==> src/rtl/aes_block_packer.sv <==
// aes_block_packer: collects a byte stream into MSB-first blocks for the AES
// core's message input. The first byte of a block lands in the top byte lane.
// A final short block is padded with PAD_BYTE. Blocks leave over valid/ready.
module aes_block_packer #(
    parameter int          BLOCK_BYTES = 16,
    parameter logic [7:0]  PAD_BYTE    = 8'h00,
    localparam int         CW          = $clog2(BLOCK_BYTES + 1)
) (
    input  logic                     clk,
    input  logic                     rst,
    input  logic [7:0]               in_byte,
    input  logic                     in_valid,
    input  logic                     in_last,
    output logic                     in_ready,
    output logic [8*BLOCK_BYTES-1:0] blk_data,
    output logic                     blk_valid,
    input  logic                     blk_ready,
    output logic                     blk_last,
    output logic [CW-1:0]            blk_nbytes
);

    typedef enum logic {
        S_FILL,
        S_HOLD
    } state_t;

    state_t                   r_state;
    logic [CW-1:0]            r_count;
    logic [8*BLOCK_BYTES-1:0] r_acc;
    logic                     r_blk_valid;
    logic                     r_blk_last;
    logic [CW-1:0]            r_blk_nbytes;

    logic                     w_accept;
    logic                     w_close;

    // Upstream may only hand over bytes while filling and out of reset.
    assign in_ready = (r_state == S_FILL) && !rst;
    assign w_accept = in_valid && in_ready;
    // A block closes on its last lane or on the message's final byte.
    assign w_close  = w_accept && (in_last || (r_count == CW'(BLOCK_BYTES - 1)));

    // Fill/hold state machine: accumulates bytes, then holds the block until taken.
    always_ff @(posedge clk) begin
        // NOTE: every register here uses <= so all updates see the pre-edge values.
        if (rst) begin
            // NOTE: the accumulator is reset on purpose; its pad value becomes
            // the visible filler of a short block, so it is not don't-care state.
            r_state      <= S_FILL;
            r_count      <= '0;
            r_acc        <= {BLOCK_BYTES{PAD_BYTE}};
            r_blk_valid  <= 1'b0;
            r_blk_last   <= 1'b0;
            r_blk_nbytes <= '0;
        end else begin
            case (r_state)
                S_FILL: begin
                    if (w_accept) begin
                        for (int b = 0; b < BLOCK_BYTES; b++) begin
                            if (r_count == CW'(b)) begin
                                r_acc[8*(BLOCK_BYTES-1-b) +: 8] <= in_byte;
                            end
                        end
                        r_count <= r_count + 1'b1;
                        if (w_close) begin
                            r_state      <= S_HOLD;
                            r_blk_valid  <= 1'b1;
                            r_blk_last   <= in_last;
                            r_blk_nbytes <= r_count + 1'b1;
                        end
                    end
                end
                S_HOLD: begin
                    // The take cycle never accepts a byte; upstream retries next cycle.
                    if (blk_ready) begin
                        r_state     <= S_FILL;
                        r_count     <= '0;
                        r_acc       <= {BLOCK_BYTES{PAD_BYTE}};
                        r_blk_valid <= 1'b0;
                        r_blk_last  <= 1'b0;
                    end
                end
                default: begin
                    r_state <= S_FILL;
                end
            endcase
        end
    end

    assign blk_data   = r_acc;
    assign blk_valid  = r_blk_valid;
    assign blk_last   = r_blk_last;
    assign blk_nbytes = r_blk_nbytes;

endmodule
==> config.mk <==
export PLATFORM = sky130hd
export DESIGN_NAME = aes_block_packer
export DESIGN_NICKNAME = d
export VERILOG_FILES = /design/src/rtl/aes_block_packer.sv
export SDC_FILE = /design/constraint.sdc
export NUM_CORES = 1
export LEC_CHECK = 0
export ABC_AREA = 1
export CAP_MARGIN = 0
export CORE_MARGIN = 2
export CORE_UTILIZATION = 35
export CTS_CLUSTER_SIZE = 20
export DETAILED_ROUTE_END_ITERATION = 8
export REMOVE_ABC_BUFFERS = 1
export SLEW_MARGIN = 20
export SYNTH_ARGS = -nofsm -noshare
export SYNTH_HDL_FRONTEND = slang
export SYNTH_SLANG_ARGS = --single-unit
==> constraint.sdc <==
create_clock -name clk -period 1.9 [get_ports clk]
set_clock_uncertainty 0.15 [all_clocks]
set_input_delay 0.38 -clock clk [delete_from_list [all_inputs] [get_ports clk]]
set_output_delay 0.38 -clock clk [all_outputs]
set_load 0.02 [all_outputs]
==> PnR_summary.wiki, run 1 <==
{| class="wikitable"
! Metric !! Value
|-
| TritonCTS Buffers || 17
|-
| Deepest level of the CTS H-tree || 4
|-
| Post-Synth XOR/XNOR Area || 0.00291
|-
| Antenna violations before repair || 0
|-
| Pin slew with the least headroom to its limit || 0.328 ns
|-
| Number of clock sinks || 141
|-
| Antenna-violating nets left || 0
|-
| Setup repair after global routing missed its margin || false
|-
| Number of max-slew violations in the final report || 0
|-
| Slack of the critical path || 0.0846 ns
|-
| Port Buf Inserts || 148
|-
| Number of filler instances in the final layout || 1706
|-
| Dominant combinational cell family by area after synthesis || simple AND/OR/NAND/NOR gates
|-
| Synth area leader || sky130_fd_sc_hd__dfxtp_1
|-
| Number of DRC markers after the initial detailed-route iteration || 431
|-
| Maximum number of pins on one net before global-route repair || 57
|-
| Power per cell area || 905 mW/mm^2
|-
| Std-Cell Core Area || 0.0167 mm^2
|-
| Hold-fix buffers at CTS || 0
|-
| Final hold vios || 0
|-
| Starting density of the core || 0.360
|-
| Wire length of the first global-routing pass || 27500 um
|-
| Run status || finished clean
|-
| Number of synthesized flops with an enable pin || 0
|-
| Count of boundary I/O pins || 149
|-
| Largest vdd supply drop || 0.609 mV
|-
| All-Layer GR Usage || 0.192
|-
| Congestion Overflow GR || 0
|-
| Compound-gate portion of the synthesized area || 0.115
|-
| CP Launch Type || flip-flop
|-
| End-of-flow core utilization || 0.513
|-
| Number of core rows || 47
|-
| Final Wtd Congestion || 0.824
|-
| Largest buffer count on any clock path || 2
|-
| Proportion of register bits with asynchronous set or reset after synthesis || 0
|-
| Top area cells in the synthesized netlist || sky130_fd_sc_hd__dfxtp_1, sky130_fd_sc_hd__nand3_1, sky130_fd_sc_hd__a21oi_1, sky130_fd_sc_hd__nand2_1, sky130_fd_sc_hd__nor2_1
|-
| Synthesized area divided by synthesized cell count || 7.28 um^2
|-
| Hold slack final || 0.316 ns
|-
| Number of global-route vias before repair || 5101
|-
| WS Path Type || flip-flop to output pin
|-
| Worst-skew pair later-pin latency || 0.41 ns
|-
| Simple-gate portion of the synthesized area || 0.329
|-
| Post-layout net count || 990
|-
| Total die area || 0.0183 mm^2
|-
| Final setup fails || 0
|-
| Most used DFF post-synth || sky130_fd_sc_hd__dfxtp_1
|-
| Total of warnings raised by yosys || 0
|-
| Count of vias placed by the detailed router || 5747
|-
| Leading cell type by number of instances after synthesis || sky130_fd_sc_hd__nand2_1
|-
| Share of the synthesized area in the top cell type || 0.469
|-
| Cell variety after synth || 24
|-
| Diodes inserted || 0
|-
| Number of cells produced by synthesis || 827
|-
| Max-cap violations || 0
|-
| Number of cells upsized or downsized after cts || 103
|-
| CTS tree || yes
|-
| Root cell of the clock tree || sky130_fd_sc_hd__clkbuf_16
|-
| Mux contribution to synthesized area || 0
|-
| Worst slack at placement || -0.222 ns
|-
| Detail-routed via count per cell || 4.77
|-
| Chip Height || 135 um
|-
| Clock-pin slew on the worst setup and hold paths || 0.06 ns
|-
| Headroom to the max-slew limit || 0.780
|-
| Final cycle utilization of the critical path || 0.955
|-
| Proportion of synthesized chip area in sequential cells || 0.469
|-
| Data required time of the worst path || 1.37 ns
|-
| Highest net fanout along the worst path || 4
|-
| Maximum operating frequency || 551 MHz
|-
| Synth top cells by count || sky130_fd_sc_hd__nand2_1, sky130_fd_sc_hd__dfxtp_1, sky130_fd_sc_hd__nand3_1, sky130_fd_sc_hd__a21oi_1, sky130_fd_sc_hd__nor2_1
|-
| Crit path capture type || output pin
|-
| Total standard cell area after synthesis || 0.00602 mm^2
|-
| Chip Width || 135 um
|-
| Min Tclk post-route || 1.82 ns
|-
| Routed WL || 17400 um
|-
| Class of the tightest hold or removal check || flip-flop to flip-flop
|-
| Dpl hpwl || 11800 um
|-
| Footprint of the flip-flops and latches || 0.00283 mm^2
|-
| Leakage Power || 4.45 nW
|-
| Post-Synth Adder-Cell Area || 0.0104
|-
| Post CTS Setup Buffer Count || 0
|-
| Share of cells above drive strength 1 || 0.117
|-
| Flops & latches, synth || 141
|-
| Area used by multi-input combinational logic || 0.00284 mm^2
|-
| Area Growth Syn to Fin || 42.4%
|-
| Crit path DAT || 1.29 ns
|-
| Routed wire length per instance || 14.5 um
|-
| Detailed-router iteration count before antenna repair || 5
|-
| DRC violations left || 0
|}
-- flip-flops by register name (all words and copies together) (netlist names) --
name and flops:
blk_nbytes 5, r_state 1, blk_last 1, blk_data 128, r_count 5, blk_valid 1
-- layout by cell type (no fill, tap or decap), drive strengths merged --
cell	count
bufinv	5
dlygate4sd2	102
xnor2	1
clkinv	6
clkinvlp	2
a21oi	133
clkbuf	19
ha	5
nand3b	1
o21ai	3
nor2	133
inv	17
nand2	177
buf	45
dfxtp	141
nand3	137
or2	9
clkdlybuf4s50	12
o22ai	2
xor2	1
dlymetal6s2s	34
-- stage by stage --
stage / TNS (ns) / cell area, um^2 / power (W) / cells
4_1_cts: 0 / 8420 / 0.00783 / 1205
2_1_floorplan: -107.74 / 5640 / 0.00375 / 760
5_1_grt: 0 / 8570 / 0.00808 / 1205
3_3_place_gp: -21.55 / 7900 / 0.00425 / 1173
6_report: 0 / 8570 / 0.00776 / 1205
3_5_place_dp: -24.74 / 7900 / 0.00426 / 1173
-- cell families (layout without fill, tap and decap cells) --
logic type	count (synthesis)	after routing
AND/OR/NAND/NOR	457	457
flip-flops	141	141
AO/OA/AOI/OAI	138	138
buffers and inverters	84	242
adder cells (fa/ha/maj)	5	5
XOR/XNOR	2	2
-- routing by layer --
metal / GRT usage / vias up / wire (um)
met5: 0 / - / 0
met4: 0.0498 / 0 / 126
met3: 0.0509 / 8 / 1040
met2: 0.281 / 168 / 7760
met1: 0.279 / 2562 / 8500
li1: - / 3009 / -
-- final cells by class --
| class | instances | area share |
|---|---|---|
| Timing Repair Buffer | 193 | 0.225 |
| Clock inverter | 13 | 0.0228 |
| Tap cell | 220 | 0.0321 |
| Inverter | 17 | 0.00803 |
| Clock buffer | 19 | 0.0517 |
| Multi-Input combinational cell | 602 | 0.331 |
| Sequential cell | 141 | 0.329 |
-- path summary, 6_finish.rpt --
check / cells after the start / end / startpoint / slack (ns)
setup / recovery: 2 / in_ready / r_state / 0.08
hold / removal: 2 / blk_nbytes[1] / blk_nbytes[1] / 0.32
setup reg to reg: 7 / blk_data[5] / r_count[0] / 0.15
hold reg to reg: 2 / blk_nbytes[1] / blk_nbytes[1] / 0.32
-- power by group --
group	switching, W	leakage (nW)	internal, W
combinational	0.000662	3.00	0.000379
sequential	0.0000591	1.14	0.00305
clock	0.00126	0.312	0.00235
total	0.00198	4.45	0.00578
-- worst max-delay path, cell delays in order (launching register included) --
cell                            delay, ns
sky130_fd_sc_hd__dfxtp_1             0.49
sky130_fd_sc_hd__nor2_4              0.07
sky130_fd_sc_hd__dlygate4sd2_1       0.32
Power figures use the tool's default switching activity.
==> run 2, diff against run 1 <==
Settings changed: SLEW_MARGIN 20 to 15.
==> results of run 2 <==
Final layout, timing and power as in run 1 (identical DEF).
==> RTL change 1: new RTL, flow settings as in run 2 <==
Reset style: asynchronous (`rst`), changed in one clocked block.
--- a/src/rtl/aes_block_packer.sv
+++ b/src/rtl/aes_block_packer.sv
@@ -41,7 +41,7 @@
     assign w_close  = w_accept && (in_last || (r_count == CW'(BLOCK_BYTES - 1)));
 
     // Fill/hold state machine: accumulates bytes, then holds the block until taken.
-    always_ff @(posedge clk) begin
+    always_ff @(posedge clk or posedge rst) begin
         // NOTE: every register here uses <= so all updates see the pre-edge values.
         if (rst) begin
             // NOTE: the accumulator is reset on purpose; its pad value becomes
Function: differs if rst is asserted again (counterexample within 4 cycles, from zero or initial values and one cycle with rst high); with rst held inactive, the same outputs for 4 cycles.
==> RTL change 1 against run 2 <==
  * Sequential share of layout area grew 7.4 points
  * Final area grew 1.9%
  * Worst setup slack lost 14 ps
  * Wire length grew 2.3%
  * Sequential cell count is the same
  * Area after synthesis grew 2.6%
  * Critical path type is now in2out
  * Critical endpoint unchanged
Power is not compared: it rests on default switching activity, and its combinational part moved more than twofold at a synthesized area within 25%.
==> RTL change 1: results (changes against run 2) <==
Compound-Gate Fraction of Synth Area=0.506% (-11 points); status=finished clean; count of non-CTS buffers in the layout=194 (+0.52%); DR vias/cell=4.71 (-1.2%); synth cell count leaders=nand2_1, dfrtp_1, nand3_1; worst slew pin tran=297 ps (-31.3 ps); seq_cells=141 (unchanged); capture point of the worst reg-to-reg path=blk_nbytes[3]$_DFFE_PP0P_; register area share after synthesis=57.1% (+10 points); HP Class=in2async; number of multi-input logic gates=503 (-16%); Nets=902 (-8.9%); R2R Path Start=r_count[0]$_DFFE_PP0P_; slowest library cell on the worst path=clkdlybuf4s50_1; Synth Area in XOR/XNOR=0.142% (-0.15 points); Adder-Cell Fraction of Synth Area=1.01% (-0.027 points); Layout non-clock buf frac=21.0% (-1.5 points); largest cells by area after synthesis=dfrtp_1, nand2_1, nand3_1; RD Place Congestion=0.796 (-3.4%); R2R depth=9 (+2); hpwl dp=12,500 um (+5.9%); Post-synth top flop=dfrtp_1; 1st-iter DRT viols=228 (-47%); fill cell count=1,712 (+0.35%); CTS Hold Bufs=0 (unchanged); pre-CTS setup slack=-205 ps (+17.6 ps); share of layout cells above drive strength 1=13.9% (+2.3 points); vias in the first global route=5,123 (+0.43%); multi-input combinational cell area=2390 um^2 (-16%); synth unique cells=22 (-8.3%); Layout clock area frac=6.78% (-0.67 points); largest net degree at the start of global routing=54 (-5.3%); FF/Latch Area=3530 um^2 (+25%); Final WS setup=71.1 ps (-13.5 ps); Switching Share=35.8%; delay-heaviest family, CP=buffers and inverters
==> RTL change 1: worst max path at each step <==
stage	start	to
2_1_floorplan	rst	blk_data[0]$_DFFE_PP0P_
3_3_place_gp	rst	in_ready
3_5_place_dp	rst	in_ready
4_1_cts	r_state$_DFF_PP0_	in_ready
5_1_grt	r_count[0]$_DFFE_PP0P_	blk_data[0]$_DFFE_PP0P_
6_report	rst	in_ready
==> RTL change 1: per-stage QoR <==
stage	area [um^2]	hold slack, ps	utilization (%)	instances	TNS, ps
2_1_floorplan	6020	326	-	671	-361500
3_3_place_gp	8310	309	48.0	1090	-5690
3_5_place_dp	8310	313	48.0	1090	-10880
4_1_cts	8730	257	50.5	1122	0
5_1_grt	8730	285	50.5	1122	0
6_report	8730	272	50.5	1122	0
==> RTL change 1: power by group through the flow <==
stage / Combinational (uW) / Clock (uW) / Sequential [uW]
floorplan: 1100 / 0 / 4700
global placement: 3610 / 0 / 4050
detailed placement: 3650 / 0 / 4040
CTS: 3260 / 3390 / 3980
global route: 3530 / 3520 / 4050
finish: 3220 / 3330 / 3980
==> RTL change 1: timing repair <==
action | 4_1_cts | 5_1_grt
endpoints found under the setup margin | 136 | 21
gates resized for setup | 136 | 4
pin swaps | 0 | 0
==> RTL change 1: worst reg2reg max path: stages (launching register included) <==
cell and delay (ps):
dfrtp_1 440, ha_1 240, inv_1 80, nor2_1 50
ha_1 220, nor2_1 130, nor2_2 60, buf_4 150
nand3_1 70, nand2_1 50
==> RTL change 1: per-layer routing <==
metal  part of all wire [%]  global-route usage [%]  vias to the layer above
met5                      0                       0                        -
li1                       -                       -                     2595
met3                    4.8                    4.22                       26
met4                    1.7                    6.59                        0
met1                     45                    26.5                     2528
met2                     49                    31.6                      136
==> RTL change 2: new RTL, flow settings as in run 2 <==
Without the edit above. The parameter `BLOCK_BYTES` goes from 16 to 8.
--- a/src/rtl/aes_block_packer.sv
+++ b/src/rtl/aes_block_packer.sv
@@ -2,7 +2,7 @@
 // core's message input. The first byte of a block lands in the top byte lane.
 // A final short block is padded with PAD_BYTE. Blocks leave over valid/ready.
 module aes_block_packer #(
-    parameter int          BLOCK_BYTES = 16,
+    parameter int          BLOCK_BYTES = 8,
     parameter logic [7:0]  PAD_BYTE    = 8'h00,
     localparam int         CW          = $clog2(BLOCK_BYTES + 1)
 ) (
Interface: changed (resized blk_data and blk_nbytes); port bits go from 149 to 84. The function was not compared with the original's and may differ.
==> RTL change 2 against run 2 <==
  * Synthesized cell count fell by 48%
  * Non-clock buffer count fell by 88
  * Die area fell by 46%
  * Sequential cell count fell by 66
  * Count of clock-buffer cells in the layout fell by 9
  * Wire length fell by 51%
  * Worst setup slack got worse by 42 ps
  * Final area fell by 49%
  * Sequential power fell by 47%
  * Via count fell by 47%
  * Area after synthesis fell by 47%
  * Power fell by 55%
  * Hold slack barely moved
  * Largest power group is now sequential cells
==> RTL change 2: results (changes against run 2) <==
status=finished clean; Final min period=1860 ps (+42.2 ps); Compound-Gate Fraction of Synth Area=9.72% (-1.8 points); worst stage delay on the critical path=610 ps (+120 ps); fill cell count=913 (-46%); hpwl dp=5990 um (-49%); largest net degree at the start of global routing=46 (-19%); critical path startpoint=blk_data[45]$_SDFFE_PP0P_; DP Area=4200 um^2 (-47%); Reg clk slew, reported paths=80 ps (+20 ps); Leak=0.00181 uW (-59%); CTS buffer count=9 (-8); Routed WL=8600 um (-51%); DR pass1 iterations=4 (-1); crit-path max FO=2 (-2); Nets=542 (-45%); vias=3,066 (-47%); 1st-iter DRT viols=93 (-78%); share of layout cells above drive strength 1=10.8% (-0.92 points); synth cell count leaders=nand2_1, nand3_1, dfxtp_1; Arr. time, crit path=1330 ps (+40 ps); Sw Pwr=989 uW (-50%); r2r setup slk=220 ps (+70 ps); largest cells by area after synthesis=dfxtp_1, nand3_1, nand2_1; R2R depth=6 (-1); htree depth=3 (-1); vias in the first global route=2,904 (-43%); delay-heaviest family, CP=buffers and inverters
==> RTL change 2: metal layers <==
metal	routed length (um)	global-route usage, %	vias up
met3	368	2.74	11
met4	139	6.64	0
met2	4130	29.1	72
met1	3950	23.7	1391
li1	-	-	1592
met5	0	0	-
==> RTL change 2: what timing repair did <==
| action | CTS | global route |
|---|---|---|
| gates cloned | 0 | 0 |
| endpoints found under the setup margin | 1 | 12 |
| setup buffers | 0 | 0 |
| resized for setup | 1 | 6 |
| endpoints found under the hold margin | 0 | 0 |
==> RTL change 2: cell type report <==
type / instances / area (um^2) / share of cell area (%)
Sequential cell: 75 / 1500 / 34.0
Clock buffer: 10 / 138 / 3.12
Clock inverter: 6 / 63.8 / 1.45
Multi-Input combinational cell: 311 / 1450 / 32.8
Inverter: 23 / 88.8 / 2.01
Timing Repair Buffer: 105 / 1040 / 23.5
Tap cell: 108 / 135 / 3.06
==> RTL change 2: worst min path at each step <==
stage	slack, ps	to	start	cells past startpoint
after floorplan	300	blk_data[0]$_SDFFE_PP0P_	rst	1
after global placement	300	blk_data[33]$_SDFFE_PP0P_	blk_data[33]$_SDFFE_PP0P_	2
after detailed placement	310	blk_data[38]$_SDFFE_PP0P_	blk_data[38]$_SDFFE_PP0P_	2
after CTS	320	blk_data[38]$_SDFFE_PP0P_	blk_data[38]$_SDFFE_PP0P_	2
after global routing	330	blk_data[38]$_SDFFE_PP0P_	blk_data[38]$_SDFFE_PP0P_	2
final	320	blk_data[38]$_SDFFE_PP0P_	blk_data[38]$_SDFFE_PP0P_	2
==> RTL change 2: power groups by stage <==
stage	sequential, uW	clock (uW)	combinational, uW
6_report	1660	1260	561
2_1_floorplan	1750	0	236
3_3_place_gp	1700	0	555
5_1_grt	1670	1360	618
4_1_cts	1660	1280	562
3_5_place_dp	1700	0	560
